<file path="config.mk">
export PLATFORM = sky130hd
export DESIGN_NAME = contador_programa
export DESIGN_NICKNAME = d
export VERILOG_FILES = /design/src/rtl/contador_programa.sv
export SDC_FILE = /design/constraint.sdc
export NUM_CORES = 1
export LEC_CHECK = 0
export CAP_MARGIN = 0
export CELL_PAD_IN_SITES_DETAIL_PLACEMENT = 1
export CELL_PAD_IN_SITES_GLOBAL_PLACEMENT = 2
export CORE_ASPECT_RATIO = 0.7
export CORE_MARGIN = 2
export CORE_UTILIZATION = 28
export DETAILED_ROUTE_END_ITERATION = 10
export PLACE_DENSITY = 0.89
export SETUP_SLACK_MARGIN = 0.02
export SLEW_MARGIN = 20
export SYNTH_ARGS = -nofsm -noshare
export SYNTH_HDL_FRONTEND = slang
export SYNTH_SLANG_ARGS = --single-unit
export TNS_END_PERCENT = 5
</file>
<file path="constraint.sdc">
create_clock -name clock -period 3.65 [get_ports clock]
set_input_delay 0.9125 -clock clock [delete_from_list [all_inputs] [get_ports clock]]
set_output_delay 0.9125 -clock clock [all_outputs]
set_load 0.02 [all_outputs]
</file>
<file path="src/rtl/contador_programa.sv">
// Program counter of the single-cycle CPU: holds PC, the HALT state and the IN wait,
// and debounces the confirm button that releases an IN instruction.
module contador_programa #(
    parameter int unsigned           DATA_WIDTH      = 32,
    parameter int unsigned           ADDR_WIDTH      = 10,
    parameter logic [DATA_WIDTH-1:0] RESET_PC        = '0,
    parameter int unsigned           DEBOUNCE_CYCLES = 4
) (
    input  logic                  clock,
    input  logic                  reset,
    input  logic [DATA_WIDTH-1:0] proximo_pc,
    input  logic                  halt_instr,
    input  logic                  in_instr,
    input  logic                  confirma,
    output logic [DATA_WIDTH-1:0] pc,
    output logic [ADDR_WIDTH-1:0] pc_addr,
    output logic                  parado,
    output logic                  aguardando_entrada,
    output logic                  escreve_in
);

    localparam int unsigned     CNT_W   = (DEBOUNCE_CYCLES > 1) ? $clog2(DEBOUNCE_CYCLES) : 1;
    localparam logic [CNT_W-1:0] CNT_MAX = CNT_W'(DEBOUNCE_CYCLES - 1);

    typedef enum logic [1:0] {
        EXECUTA,
        ESPERA_IN,
        PARADO
    } estado_t;

    estado_t               estado;
    estado_t               proximo_estado;
    logic [DATA_WIDTH-1:0] pc_next;

    logic             s1;
    logic             s2;
    logic             estavel;
    logic             estavel_q;
    logic [CNT_W-1:0] cnt;
    logic             confirma_pulso;

    // Button path: the counter holds how many consecutive edges the synced level has
    // disagreed with the accepted level; the mismatch on the last allowed edge commits it.
    always_ff @(posedge clock) begin
        if (reset) begin
            s1        <= 1'b0;
            s2        <= 1'b0;
            estavel   <= 1'b0;
            estavel_q <= 1'b0;
            cnt       <= '0;
        end else begin
            s1        <= confirma;
            s2        <= s1;
            estavel_q <= estavel;
            if (s2 == estavel) begin
                cnt <= '0;
            end else if (cnt == CNT_MAX) begin
                estavel <= s2;
                cnt     <= '0;
            end else begin
                cnt <= cnt + CNT_W'(1);
            end
        end
    end

    assign confirma_pulso = estavel & ~estavel_q;

    always_ff @(posedge clock) begin
        if (reset) begin
            estado <= EXECUTA;
            pc     <= RESET_PC;
        end else begin
            estado <= proximo_estado;
            pc     <= pc_next;
        end
    end

    always_comb begin
        proximo_estado = estado;
        pc_next        = pc;
        unique case (estado)
            EXECUTA: begin
                if (halt_instr) begin
                    proximo_estado = PARADO;
                end else if (in_instr) begin
                    proximo_estado = ESPERA_IN;
                end else begin
                    pc_next = proximo_pc;
                end
            end
            ESPERA_IN: begin
                if (confirma_pulso) begin
                    pc_next        = pc + DATA_WIDTH'(1);
                    proximo_estado = EXECUTA;
                end
            end
            default: begin
                proximo_estado = estado;
            end
        endcase
    end

    // Write enable is masked during reset so an aborted wait never commits a value.
    always_comb begin
        parado             = (estado == PARADO);
        aguardando_entrada = (estado == ESPERA_IN);
        escreve_in         = (estado == ESPERA_IN) && confirma_pulso && !reset;
    end

    assign pc_addr = pc[ADDR_WIDTH-1:0];

endmodule

</file>
-- Yosys cells after proc, flatten, opt, wreduce, memory -nomap -nowiden
Index checks and enable logic that the tools add are counted.
- bitwise logic cells: 3
- mux-type cells: 8
- $add $sub $neg: 2
- eq/ne operators: 8
- reductions and logical operators: 9
- operators by type and width (kind ; number):
    two-way mux 32 bit ; 3
    one-hot mux 32 bit (2 select lines) ; 1
    adder 32 x 1 -> 32 bit (second input constant) ; 1
    two-way mux 2 bit ; 3
    == test 2 bit (second input constant) ; 2
    inequality test 2 bit (second input constant) ; 2
    one-hot mux 2 bit (2 select lines) ; 1
    AND reduction 4 bit ; 1
    inequality test 3 bit (second input constant) ; 1
    AND reduction 3 bit ; 1
    OR reduction 3 bit ; 1
    adder 2 x 1 -> 2 bit (second input constant) ; 1
    == test 2 x 1 -> 1 bit (second input constant) ; 1
    logical AND 1 bit ; 2
    logical NOT 2 bit ; 1
    inequality test 2 x 1 -> 1 bit (second input constant) ; 1
    inverter 1 bit ; 2
    AND reduction 2 bit ; 1
    nonzero test 2 bit ; 1
    bitwise AND 1 bit ; 1
    == test 1 bit ; 1
    logical NOT 1 bit ; 1
- input port bits: 37
- flip-flop bits (word level): 40
- output and inout bits: 45
- word-level logic and storage cells: 37

-- Longest topological paths before layout
- depth after elaboration: 4
- depth in mapped cells: 8
- gate-level depth less buffers: 6

-- Worst setup path after synthesis
No wires, ideal clock.
- path kind: input -> output
- start point: in reset
- end point: out escreve_in
- setup slack: 1.479 ns
- arrival: 1.259 ns
- required time: 2.738 ns
- stages: 1
- cell sequence: nor2_1
- longest elaborated chain between the ends: 2
- RTL lines (what ; RTL line ; RTL):
    start: declaration ; 10 ; input logic reset,
    logical NOT 1 bit ; 107 ; escreve_in = (estado == ESPERA_IN) && confirma_pulso && !reset;
    logical AND 1 bit ; 107 ;
    end: declaration ; 19 ; output logic escreve_in
No other way between the ends.

-- Worst setup path after layout
Same ends and word-level chain as after synthesis.

==> summary.txt <==
status -> finished, final reports clean
DRT Wirelength -> 8690 microns
first-pass GRT wire length -> 13900 microns
IO buf count -> 81
IO Pins -> 82
CTS tree -> done
VDD IR max -> 0.215 mV
Overall Global Routing Usage -> 17.5%
Power Density -> 333 nW/um^2
Core Util, Final -> 39.5%
crit-path cells -> clkdlybuf4s50_1, nor2_1, clkdlybuf4s50_1
Max FO, Critical Path -> 2
Final setup violation count -> 0
clk sink count -> 40
share of layout cells above drive strength 1 -> 10.4%
Setup Buffers After CTS -> 0
Gate Count Post-Synth -> 320
Core Area -> 8960 sq um
flop2flop setup slack -> 1.30 ns
Worst Clk Skew -> 0.00560 ns
most common cell after layout, fill and taps aside -> clkdlybuf4s50_1
ranking of synthesized cells by area -> dfxtp_1 (31%), nand2_1 (5.1%), nor2_1 (5.1%)
relative slew slack -> 48.2%
Crit. Startpoint -> reset
Mapped Nets -> 359
synth warn -> 0
Via density -> 5.30
fin area -> 3540 sq um
Setup crit end -> escreve_in
clock buffer depth -> 2
#FFs+latches synth -> 40
reg2reg end -> pc[30]
Max-Cap Viols -> 0
Setup crit end kind -> output port
placed cell areas -> 3410 sq um
asr flop ratio synth -> 0%
crit path DAT -> 2.16 ns
WL/cell -> 17.1 microns
slowest stage delay, CP -> 0.63 ns
vias in the first global route -> 2702
die area -> 9940 sq um
grt ovf -> 0
fin crit share -> 84.2%
H-tree lvl count -> 2
Hold Crit Depth -> 1
CP Launch Type -> primary input
Slew @ Worst Pin -> 0.772 ns
Initial Utilization -> 28.6%
DRC errors left -> 0
number of synthesized flops with an enable pin -> 0
Vias -> 2699
Worst Reg2Reg Path Length in Cells -> 5
die height -> 84.0 microns
WS Path Type -> primary input to output port
Final Hold Viols -> 0
Avg Cell Area, Syn -> 8.00 sq um
top-area cell type share of the netlist area -> 31.3%
largest net degree at the start of global routing -> 42
# fillers -> 1108
Slew Viols, Final -> 0
RePlAce Congestion -> 0.764
Post-Route Setup TNS -> 0 ns
Worst EP required -> 2.74 ns
Rows -> 29
Starting DRT DRC Count -> 116
synth unique cells -> 67
Hold WS -> 0.423 ns
Leakage -> 1.26 nW
RSZ-0062 raised after global routing -> false
CTS Buf Count -> 5
Hold WC Path Type -> flip-flop to flip-flop
commonest non-fill, non-tap cells in the layout -> clkdlybuf4s50_1 (81), dfxtp_1 (40), nor2_1 (35), nand2_1 (35), a21oi_1 (20)
Syn Std Cell Area -> 2560 sq um
worst r2r src -> pc[6]
cell taking the most area after synthesis -> dfxtp_1
clk_lat worst skew -> 0.28 ns
Min Clock Period, post-route -> 3.07 ns
initial antenna violation count -> 0
area grow syn2layout -> 38.3%
maximum clock frequency -> 0.326 GHz
Diodes inserted -> 0
Detailed Routing Iterations Pass 1 -> 4
Critical-path top delay cell -> clkdlybuf4s50_1
Nets -> 424
Die Width -> 118 microns
root buf cell -> clkbuf_16
CTS Hold Bufs -> 0
Top cell by count, worst path -> clkdlybuf4s50_1
DP Wirelength -> 6100 microns
Post-CTS Resized -> 0
ys flop type -> dfxtp_1
clock slew at reported path FFs -> 0.06 ns
Antenna Nets Post-Route -> 0
Seq/Total Area, Yosys -> 31.3%
-- cells by family (layout without fill, tap and decap cells) --
logic type,count (synthesis),after routing,synth area share [%]
xor+xnor,1,1,0.342
simple gates,154,154,35.1
fa+ha+maj,2,2,0.977
buf+inv,37,102,7.82
mux,3,3,1.22
compound gates,83,83,23.3
flops,40,40,31.3
-- where the power goes --
| group | internal, mW | leakage [nW] | switching [mW] |
|---|---|---|---|
| Combinational | 0.128 | 0.868 | 0.125 |
| Sequential | 0.461 | 0.327 | 0.0394 |
| Clock | 0.249 | 0.0667 | 0.178 |
| Total | 0.838 | 1.26 | 0.342 |
-- metrics by stage --
stage	worst slack (ns)	cells	total power, mW
4_1_cts	0.571	509	1.19
3_5_place_dp	0.580	502	0.764
2_1_floorplan	1.48	320	0.638
3_3_place_gp	0.578	502	0.757
5_1_grt	0.516	509	1.24
6_report	0.578	509	1.18
-- how the worst min path moves through the flow --
stage                      start      to  slack (ns)
after floorplan           cnt[0]  cnt[0]        0.40
after global placement    cnt[0]  cnt[0]        0.41
after detailed placement  cnt[0]  cnt[0]        0.42
after CTS                 cnt[0]  cnt[0]        0.43
after global routing      cnt[0]  cnt[0]        0.46
final                     cnt[0]  cnt[0]        0.42
-- cells in the mapped netlist, drive strengths merged, types with 4 or more instances --
cell    instances
or3             4
nor3           14
inv             5
o21ai          17
clkbuf         10
nand2          37
a21oi          21
and3           10
and4            6
dfxtp          40
nor2b           5
a31oi           5
nand3          15
a211oi          5
buf            21
a311oi          4
nand4           4
nor4           10
nor2           36
a21o            4
-- layout make-up --
type                    instances  area, sq um  share of cell area (%)
well taps                     124          155                    4.38
flip-flops and latches         40          801                    22.6
multi-input cells             243         1560                    44.0
clock buffers                   6          129                    3.64
inverters                       6         22.5                   0.636
clock inverters                 1         5.00                   0.141
repair buffers                 89          871                    24.6
-- worst max-delay path: cells and delay by family --
kind	cells	cell delay, ns
AND/OR/NAND/NOR	1	0.18
buffers and inverters	2	1.06
-- layer usage --
metal	up-vias	wire [microns]	GRT usage (%)
li1	1299	-	-
met1	1317	4330	24.4
met2	76	3850	27.4
met3	7	430	3.21
met4	0	80	4.82
met5	-	0	0
-- flip-flops by register name, summed over array words and instances (netlist names) --
register / cells
s1: 1
pc: 32
estavel_q: 1
s2: 1
estavel: 1
estado: 2
cnt: 2
Power figures use the tool's default switching activity.
